===== src/rtl/alu_seq.sv =====
// Registered, handshaked ALU with accumulator, compare and a W-step
// unsigned shift-add multiplier; result and flags hold until the next accepted op.
module alu_seq #(
  parameter int W = 8
) (
  input  logic         clk,
  input  logic         rst_n,
  input  logic         start,
  input  logic [2:0]   control,
  input  logic [W-1:0] DATA_A,
  input  logic [W-1:0] DATA_B,
  output logic         ready,
  output logic         done,
  output logic [W-1:0] OUT,
  output logic [W-1:0] OUT_HI,
  output logic         CO,
  output logic         OVF,
  output logic         N,
  output logic         Z
);

  localparam int CW = (W > 2) ? $clog2(W) : 1;

  localparam logic [2:0] OP_AND = 3'b000;
  localparam logic [2:0] OP_OR  = 3'b001;
  localparam logic [2:0] OP_ADD = 3'b010;
  localparam logic [2:0] OP_SUB = 3'b011;
  localparam logic [2:0] OP_XOR = 3'b100;
  localparam logic [2:0] OP_ACC = 3'b101;
  localparam logic [2:0] OP_MUL = 3'b110;
  localparam logic [2:0] OP_CMP = 3'b111;

  typedef enum logic [1:0] {S_IDLE, S_MUL, S_DONE} state_t;

  state_t          state, state_d;
  logic [CW-1:0]   cnt;
  logic [2*W-1:0]  mcand_p;
  logic [W-1:0]    mplier_p;
  logic [2*W-1:0]  prod_p;
  logic [2*W-1:0]  prod_next;
  logic [W-1:0]    res;
  logic            res_co;
  logic            res_ovf;
  logic [W+1:0]    add_r;
  logic            accept;
  logic            mul_last;

  // W-bit add with carry-in; returns {signed overflow, carry out, sum}.
  function automatic logic [W+1:0] add_w(input logic [W-1:0] a,
                                         input logic [W-1:0] b,
                                         input logic cin);
    logic [W:0]          s;
    logic signed [W-1:0] sa, sb, ss;
    s  = {1'b0, a} + {1'b0, b} + {{W{1'b0}}, cin};
    sa = a;
    sb = b;
    ss = s[W-1:0];
    return {((sa < 0) == (sb < 0)) && ((ss < 0) != (sa < 0)), s[W], s[W-1:0]};
  endfunction

  assign ready     = (state != S_MUL);
  assign done      = (state == S_DONE);
  assign accept    = start && ready;
  assign mul_last  = (state == S_MUL) && (cnt == CW'(W - 1));
  assign prod_next = prod_p + (mplier_p[0] ? mcand_p : '0);

  always_comb begin
    state_d = state;
    if (state == S_MUL) begin
      if (mul_last) state_d = S_DONE;
    end else if (start) begin
      state_d = (control == OP_MUL) ? S_MUL : S_DONE;
    end else begin
      state_d = S_IDLE;
    end
  end

  always_comb begin
    add_r   = '0;
    res     = '0;
    res_co  = 1'b0;
    res_ovf = 1'b0;
    unique case (control)
      OP_AND: res = DATA_A & DATA_B;
      OP_OR:  res = DATA_A | DATA_B;
      OP_XOR: res = DATA_A ^ DATA_B;
      OP_ADD: add_r = add_w(DATA_A, DATA_B, 1'b0);
      OP_ACC: add_r = add_w(OUT, DATA_A, 1'b0);
      OP_SUB, OP_CMP: add_r = add_w(DATA_A, ~DATA_B, 1'b1);
      default: res = '0;
    endcase
    if (control inside {OP_ADD, OP_ACC, OP_SUB, OP_CMP}) begin
      res     = add_r[W-1:0];
      res_co  = add_r[W];
      res_ovf = add_r[W+1];
    end
  end

  // Multiplier datapath: operands shift one position per step in MUL.
  always_ff @(posedge clk) begin
    if (accept && control == OP_MUL) begin
      mcand_p  <= {{W{1'b0}}, DATA_A};
      mplier_p <= DATA_B;
      prod_p   <= '0;
    end else if (state == S_MUL) begin
      mcand_p  <= mcand_p << 1;
      mplier_p <= mplier_p >> 1;
      prod_p   <= prod_next;
    end
  end

  // Control state and architecturally visible result/flag registers.
  always_ff @(posedge clk or negedge rst_n) begin
    if (!rst_n) begin
      state  <= S_IDLE;
      cnt    <= '0;
      OUT    <= '0;
      OUT_HI <= '0;
      CO     <= 1'b0;
      OVF    <= 1'b0;
      N      <= 1'b0;
      Z      <= 1'b1;
    end else begin
      state <= state_d;
      if (state == S_MUL) cnt <= cnt + 1'b1;
      else if (accept)    cnt <= '0;
      if (mul_last) begin
        OUT    <= prod_next[W-1:0];
        OUT_HI <= prod_next[2*W-1:W];
        CO     <= |prod_next[2*W-1:W];
        OVF    <= 1'b0;
        N      <= prod_next[W-1];
        Z      <= (prod_next == '0);
      end else if (accept && control != OP_MUL) begin
        if (control != OP_CMP) begin
          OUT    <= res;
          OUT_HI <= '0;
        end
        CO  <= res_co;
        OVF <= res_ovf;
        N   <= res[W-1];
        Z   <= (res == '0);
      end
    end
  end

endmodule


===== config.mk =====
export PLATFORM = sky130hd
export DESIGN_NAME = alu_seq
export DESIGN_NICKNAME = d
export VERILOG_FILES = /design/src/rtl/alu_seq.sv
export SDC_FILE = /design/constraint.sdc
export NUM_CORES = 1
export LEC_CHECK = 0
export BUFFER_PORTS_ARGS = -buffer_cell sky130_fd_sc_hd__buf_2
export CAP_MARGIN = 10
export CORE_MARGIN = 1
export CORE_UTILIZATION = 40
export DETAILED_ROUTE_END_ITERATION = 10
export RECOVER_POWER = 50
export SYNTH_ARGS = -nofsm -noshare
export SYNTH_HDL_FRONTEND = slang
export SYNTH_SLANG_ARGS = --single-unit

===== constraint.sdc =====
create_clock -name clk -period 3.7 [get_ports clk]
set_input_delay 0.555 -clock clk [delete_from_list [all_inputs] [get_ports clk]]
set_output_delay 0.555 -clock clk [all_outputs]
set_load 0.01 [all_outputs]

# Word level (Yosys, flattened, before mapping)
# Cells that the tools add are included.
[word_totals] regBits=65 inputBits=22 output_inout_bits=22 word_cells=97
[op_classes] n_addsub=6 n_lt_le_gt_ge=7 eq_ne=20 mux=30 bitwise=4 reduce_logical=18
[op_table] cell="8-bit 2-to-1 mux" n=11
[op_table] cell="8-bit by 1-bit < comparator with 1-bit output (second input constant)" n=7
[op_table] cell="10-bit one-hot mux with 3 select lines" n=1
[op_table] cell="8-bit by 8-bit adder with 9-bit output" n=3
[op_table] cell="8-bit one-hot mux with 3 select lines" n=1
[op_table] cell="16-bit adder" n=1
[op_table] cell="16-bit zero test" n=1
[op_table] cell="16-bit 2-to-1 mux" n=1
[op_table] cell="3-bit == test (second input constant)" n=5
[op_table] cell="1-bit 2-to-1 mux" n=10
[op_table] cell="9-bit by 1-bit adder with 9-bit output (second input constant)" n=1
[op_table] cell="8-bit AND" n=1
[op_table] cell="8-bit zero test" n=1
[op_table] cell="2-bit 2-to-1 mux" n=4
[op_table] cell="8-bit NOT" n=1
[op_table] cell="8-bit OR" n=1
[op_table] cell="2-bit nonzero test" n=4
[op_table] cell="8-bit OR reduction" n=1
[op_table] cell="8-bit XOR" n=1
[op_table] cell="1-bit logical AND" n=7
[op_table] cell="3-bit by 2-bit == test with 1-bit output (second input constant)" n=2
[op_table] cell="3-bit 2-to-1 mux" n=2
[op_table] cell="3-bit inequality test (second input constant)" n=2
[op_table] cell="4-bit nonzero test" n=1
[op_table] cell="11 further kinds" n=15

# Depth between registers and ports, before layout
# Gate-level depths: netlist of run 1.
[depth] word_depth=11 ltp_mapped=12

# Worst setup path after synthesis of run 1
# No wires, ideal clock.
[synth_path] path_type="register to register" from="register mplier_p[0]" to="register Z" setup_time_ns=0.083 arrival_time_ns=2.881 t_required_ns=3.617 path_slack_ns=0.735 path_stages_with_launch=13 path_buffers=1 path_cell_list="edfxtp_1 > clkbuf_1 > and2_1 > ha_1 > fa_1 > a21o_1 > a221oi_2 > o21ai_2 > a21oi_2 > xnor2_1 > nand3b_1 > and4bb_1 > a221o_1"
[synth_via] elab_chain_cells=4
[synth_lines] item="start: declaration" line_no="38" rtl="logic [W-1:0] mplier_p;"
[synth_lines] item="start signal: assignment" line_no="107" rtl="mplier_p <= mplier_p >> 1;"
[synth_lines] item="16-bit 2-to-1 mux" line_no="65" rtl="assign prod_next = prod_p + (mplier_p[0] ? mcand_p : '0);"
[synth_lines] item="16-bit adder" line_no="65"
[synth_lines] item="16-bit zero test" line_no="133" rtl="Z <= (prod_next == '0);"
[synth_lines] item="1-bit 2-to-1 mux" line_no="127" rtl="if (mul_last) begin"
[synth_lines] item="end signal: assignment" line_no="133"
[synth_lines] item="end signal: assignment" line_no="142" rtl="Z <= (res == '0);"
[synth_lines] item="end: declaration" line_no="19" rtl="output logic Z"
# No other way between the ends.
# A chain may end at the register's enable or synchronous reset.

# Worst setup path in the final report of run 1
# Same ends and word-level chain as after synthesis.

==> results of run 1 <==
## power groups by stage
stage	combinational, W	clock, W	sequential (W)
after detailed placement	0.000975	0	0.000955
after floorplan	0.000714	0	0.000942
after global placement	0.000950	0	0.000956
final	0.000979	0.000924	0.000944
after CTS	0.000984	0.000933	0.000943
after global routing	0.00109	0.000964	0.000960
## cells by family (layout without fill, tap and decap cells)
family          Yosys count  after routing  synth area share
buf+inv                  57             94            0.0496
simple gates            142            142             0.151
fa+ha+maj                53             53             0.142
mux                      27             27            0.0593
flops                    65             65             0.325
compound gates          169            169             0.242
xor+xnor                 18             18            0.0322
## per-layer routing
| layer | GRT usage | up-vias |
|---|---|---|
| li1 | - | 2021 |
| met1 | 0.295 | 1949 |
| met2 | 0.320 | 125 |
| met3 | 0.0373 | 18 |
| met4 | 0.0711 | 0 |
| met5 | 0 | - |
## final timing paths
check / startpoint / cells after the start / to
worst max-delay path: mplier_p[0] / 11 / Z
worst max register to register: mplier_p[0] / 11 / Z
max in group asynchronous: rst_n / 1 / OUT[4]
worst min register to register: prod_p[9] / 2 / prod_p[9]
min in group asynchronous: rst_n / 1 / OUT[5]
worst min-delay path: prod_p[9] / 2 / prod_p[9]
## critical path, stage by stage, from the launching register on
cell	delay, ns
edfxtp_1	0.57
and2_1	0.22
ha_1	0.21
fa_1	0.41
a21o_1	0.22
a221oi_2	0.45
o21ai_2	0.15
a21oi_2	0.17
xnor2_1	0.18
nand3b_1	0.14
and4bb_1	0.20
a221o_1	0.30
## stage by stage
step / instances / hold slack [ns] / util / cell area (µm²)
finish: 715 / 0.462 / 0.459 / 5490
global route: 715 / 0.504 / 0.459 / 5490
CTS: 715 / 0.226 / 0.462 / 5530
detailed placement: 699 / 0.456 / 0.435 / 5210
global placement: 699 / 0.450 / 0.435 / 5210
floorplan: 531 / 0.259 / - / 4890
## area by class of cell
cell class              count  area (µm²)  share of cell area
multi-input cells         409        3060               0.558
flip-flops and latches     65        1590               0.289
clock buffers              13         282              0.0513
repair buffers             49         223              0.0406
well taps                 147         184              0.0335
inverters                  29         109              0.0198
clock inverters             3        43.8             0.00798
## synth_stat cells (all sizes together), types with 9 or more instances
cell / count / area share
edfxtp: 16 / 0.098
a211oi: 9 / 0.014
nor2: 22 / 0.017
ha: 49 / 0.13
a21o: 10 / 0.015
a22o: 16 / 0.029
inv: 29 / 0.022
and2: 23 / 0.029
xnor2: 11 / 0.020
nor3: 10 / 0.011
mux2i: 11 / 0.023
dfxtp: 24 / 0.098
o22ai: 9 / 0.012
nand2: 44 / 0.034
mux2: 16 / 0.037
o21ai: 36 / 0.038
dfrtp: 24 / 0.12
a21oi: 33 / 0.036
buf: 11 / 0.014
clkbuf: 17 / 0.013
## registers in the layout, indices dropped and copies added (netlist names)
register	flops
mcand_p	16
prod_p	16
OUT	8
OUT_HI	8
mplier_p	8
cnt	3
state	2
CO	1
N	1
OVF	1
Z	1
==> out/qor.yml, run 1 <==
power_and_ir_drop:
  internal_power_w: 0.00186
  p_sw_w: 0.000988
  power.density_nw_per_um2: 519
  ir_drop_v: 0.000199
  power_frac_clock: 0.324
  pwr-share-comb: 0.344
  p_seq_frac: 0.332
  switching_share: 0.347
  power.total_w: 0.00285
  leakagePower_nw: 2.39
clock_network:
  cts_max_level: 3
  cts.sinks: 65
  post_cts_buffers: 0
  cts_tree: "built"
  cts-root-buf: "clkbuf_16"
  clock_latency_ns: 0.34
  cts_hold_buf: 0
  clk_path_buf_depth: 2
  cts_buffers: 9
  clkTransAtPathRegs_ns: 0.06
  cts-resized-gates: 0
drt:
  vias_per_cell: 5.75
  vias: 4113
  first_iter_violations: 242
  wl_met3_um: 641
  ant_nets: 0
  routed.top_layer: "met4"
  dr_wl_met2_um: 5360
  drc: 0
  firstDrtPassIters: 5
  wl_per_cell_um: 17.6
  wl_um: 12600
  wl_met1_um: 6380
floorplanning:
  initial_utilization: 0.409
  die_x_um: 113
  coreArea_um2: 12000
  die_h_um: 113
  pin_count: 44
  num_rows: 40
  die-area_um2: 12700
yosys:
  yosysWarnings: 0
  synth_nets: 606
  syn-cell-area_um2: 4890
  synth-edff-count: 16
  synth_cells: 531
  syn_avg_cell_area_um2: 9.21
  async_reset_ff_frac: 0.385
  seq_area_frac_synth: 0.325
  ys.flop_type: "dfxtp_1"
  synth-seq-cells: 65
  synth.distinct_cells: 67
finish:
  diodes: 0
  final_cell_mix: "49 x ha_1, 44 x nand2_1, 30 x a21oi_1, 30 x o21ai_0, 29 x inv_1"
  layout.nets: 638
  syn_to_final_growth_pct: 12.2
  layout_commonest_cell: "ha_1"
  fillers: 1167
  drive_gt1_frac: 0.121
timing:
  finalCritPeriodShare: 0.887
  drv_slew: 0
  setup_viol: 0
  slew_headroom: 0.0568
  finalWorstSetupSlack_ns: 0.420
  tns_ns: 0
  period_needed_ns: 3.28
  fmax_mhz: 305
  worst_pin_slew_ns: 1.41
  final_hold_viol_count: 0
  skew_ns: 0.0102
  rsz0062_at_grt: "false"
setup_path:
  critPathKind: "flip-flop to flip-flop"
  crit_arrival_ns: 3.54
  start_kind: "flip-flop"
  r2r_setup_slack_ns: 0.42
  cp_max_fo: 16
  worstPathRequired_ns: 3.96
  worstSetupEndpointType: "flip-flop"
place:
  gp_congestion: 0.860
  numPortBuffers: 43
  place_ws_ns: 0.434
  place_hpwl_um: 9420
global_route:
  grt-ovfl-total: 0
  antenna_found_initial: 0
  grt_util_all_layers: 0.209
  grt_pass1_vias: 3986
  grt_pass1_wl_um: 20600
  grt_max_degree: 27
worst_hold_path:
  hold_class: "flip-flop to flip-flop"
job:
  cap_violations: 0
run_status:
  status: "finished clean"
(Power assumes the default switching activity.)
==> run 2, diff against run 1 <==
--- a/config.mk
+++ b/config.mk
@@ -7,10 +7,11 @@
 export LEC_CHECK = 0
 export BUFFER_PORTS_ARGS = -buffer_cell sky130_fd_sc_hd__buf_2
 export CAP_MARGIN = 10
-export CORE_MARGIN = 1
 export CORE_UTILIZATION = 40
 export DETAILED_ROUTE_END_ITERATION = 10
+export PLACE_DENSITY = 0.67
 export RECOVER_POWER = 50
+export SLEW_MARGIN = 20
 export SYNTH_ARGS = -nofsm -noshare
 export SYNTH_HDL_FRONTEND = slang
 export SYNTH_SLANG_ARGS = --single-unit
==> run 2 against run 1 <==
Compared with the run above: worst setup slack better by 0.055 ns; wire length decreased by 5.8%; flip-flop and latch count did not move; fmax up 1.7%; largest cell class unchanged; power down 4.2%; combinational power shrank 2%; critical path type unchanged.
==> out/qor.yml, run 2 (synthesis gave the netlist of run 1 again) <==
worst_hold_path:
  hold_class: "flip-flop to flip-flop"
  hold_start: "prod_p[8]"
  hold_depth: 2  # unchanged
  min_delay_worst_endpoint: "prod_p[8]"
finish:
  instances_no_fill: 713  # -0.28%
  syn_to_final_growth_pct: 11.3
  final_cell_mix: "49 x ha_1, 44 x nand2_1, 30 x o21ai_0, 29 x inv_1, 29 x a21oi_1"
  drive_gt1_frac: 0.120  # -0.00134
  layout_commonest_cell: "ha_1"
  diodes: 0  # unchanged
  largestRegisters: "mcand_p x16, prod_p x16"
  layout.nets: 636  # -0.31%
drt:
  wl_met1_um: 5960  # -6.6%
  wl_um: 11900  # -5.8%
  wl_met3_um: 461  # -28%
  routed.top_layer: "met4"
  ant_nets: 0  # unchanged
  first_iter_violations: 313  # +29%
  vias_per_cell: 5.78  # +0.40%
  drc: 0  # unchanged
  firstDrtPassIters: 5  # unchanged
  wl_per_cell_um: 16.6  # -5.5%
  vias: 4118  # +0.12%
  dr_wl_met2_um: 5320  # -0.82%
clock_network:
  cts_buffers: 9  # unchanged
  cts_hold_buf: 0  # unchanged
  cts_tree: "built"
  cts-resized-gates: 0  # unchanged
  cts_max_level: 3  # unchanged
  clk_path_buf_depth: 2  # unchanged
  clkTransAtPathRegs_ns: 0.06  # about the same
  post_cts_buffers: 0  # unchanged
  clock_latency_ns: 0.33  # about the same
  cts.sinks: 65  # unchanged
  cts-root-buf: "clkbuf_16"
place:
  placed_cells_incl_taps: 697  # -0.29%
  gp_congestion: 0.907  # +5.4%
  numPortBuffers: 43  # unchanged
  place_hpwl_um: 9060  # -3.8%
  place_ws_ns: 0.502  # +0.0678 ns
setup_path:
  rr_worst_depth: 11  # unchanged
  cp_max_fo: 16  # unchanged
  r2r_setup_slack_ns: 0.47  # +0.05 ns
  critPathKind: "flip-flop to flip-flop"
  start_kind: "flip-flop"
  rr_endpoint: "Z"
  path_cells: "and2_1 -> ha_1 -> fa_1 -> a21o_1 -> a221oi_2 -> o21bai_1 -> a21oi_1 -> xor2_1 -> nand3_1 -> and4bb_1 -> a221o_1"
  crit_arrival_ns: 3.50  # -0.04 ns
  max_stage_delay_ns: 0.55  # -0.02 ns
  cpMaxStageDelayCell: "edfxtp_1"
  r2r_start: "mplier_p[0]"
  worstPathRequired_ns: 3.97  # about the same
  worstSetupEndpointType: "flip-flop"
timing:
  holdWs_ns: 0.472  # +0.0105 ns
  final_hold_viol_count: 0  # unchanged
  finalCritPeriodShare: 0.872  # -0.0147
  worst_pin_slew_ns: 1.40  # -0.0158 ns
  setup_viol: 0  # unchanged
  tns_ns: 0  # unchanged
  drv_slew: 0  # unchanged
  slew_headroom: 0.0674  # +0.0105
  period_needed_ns: 3.23  # -0.0545 ns
  finalWorstSetupSlack_ns: 0.474  # +0.0545 ns
  skew_ns: 0.00692  # -0.00331 ns
  rsz0062_at_grt: "false"
  fmax_mhz: 310  # +1.7%
power_and_ir_drop:
  switching_share: 0.357  # +0.00972
  p_sw_w: 0.000973  # -1.5%
  pwr-share-comb: 0.353  # +0.009
  power.density_nw_per_um2: 501  # -3.5%
  p_seq_frac: 0.347  # +0.015
  ir_drop_v: 0.000246  # +24%
  leakagePower_nw: 2.36  # -1.2%
  internal_power_w: 0.00175  # -5.7%
  power_frac_clock: 0.300  # -0.024
global_route:
  grt_util_all_layers: 0.197  # -0.0118
  grt-ovfl-total: 0  # unchanged
  grt_max_degree: 27  # unchanged
  grt_pass1_wl_um: 20000  # -2.6%
  grt_pass1_vias: 4013  # +0.68%
  antenna_found_initial: 0  # unchanged
floorplanning:
  die_h_um: 113  # unchanged
  die_x_um: 113  # unchanged
  die-area_um2: 12700  # unchanged
  coreArea_um2: 12000  # unchanged
  initial_utilization: 0.409  # unchanged
  num_rows: 40  # unchanged
  pin_count: 44  # unchanged
run_status:
  status: "finished clean"
job:
  cap_violations: 0  # unchanged
[run 2: cell count changes in the layout (fill, tap and decap cells not counted)]
cell / delta
clkbuf_2: -1
and2_0: -1
buf_4: -1
inv_4: +1
and2_1: +1
clkinvlp_4: +1
clkbuf_8: -2
a21oi_1: -1
a21oi_2: +1
bufinv_16: -1
clkinv_4: +1
[run 2: power groups by stage]
stage	registers, W	clock network, W	logic, W
after global routing	0.000962	0.000861	0.00107
after CTS	0.000945	0.000831	0.000964
after floorplan	0.000942	0	0.000714
after detailed placement	0.000957	0	0.000957
final	0.000947	0.000819	0.000962
after global placement	0.000956	0	0.000938
[run 2: metrics by stage]
step,power (W),utilization,instance area (µm²)
floorplan,0.00166,-,4890
global placement,0.00189,0.434,5190
detailed placement,0.00191,0.434,5190
CTS,0.00274,0.458,5480
global route,0.00290,0.455,5450
finish,0.00273,0.455,5450
[run 2: worst max-delay path, delay by kind of cell (launching register included)]
kind / cells / cell delay [ns]
AOI/OAI and AO/OA: 5 / 1.07
and+or+nand+nor: 3 / 0.65
adders and majority gates: 2 / 0.62
DFF: 1 / 0.55
xor gates and xnor gates: 1 / 0.28
[run 2: cell type report]
cell class | count | area [µm²]
inverters | 29 | 109
well taps | 147 | 184
clock buffers | 11 | 254
flip-flops and latches | 65 | 1590
fillers | 1153 | 6520
clock inverters | 5 | 36.3
multi-input cells | 409 | 3070
repair buffers | 47 | 210
[run 2: worst max-delay path by stage]
stage	endpoint	start	slack [ns]
final	Z	mplier_p[0]	0.47
after global routing	mcand_p[0]	state[0]	0.18
after CTS	Z	mplier_p[0]	0.47
after detailed placement	Z	mplier_p[0]	0.50
after global placement	Z	mplier_p[0]	0.59
after floorplan	Z	mplier_p[0]	0.74
[run 2: metal layers]
metal / track usage / vias up
li1: - / 2019
met1: 0.279 / 1992
met2: 0.314 / 95
met3: 0.0286 / 12
met4: 0.0516 / 0
met5: 0 / -
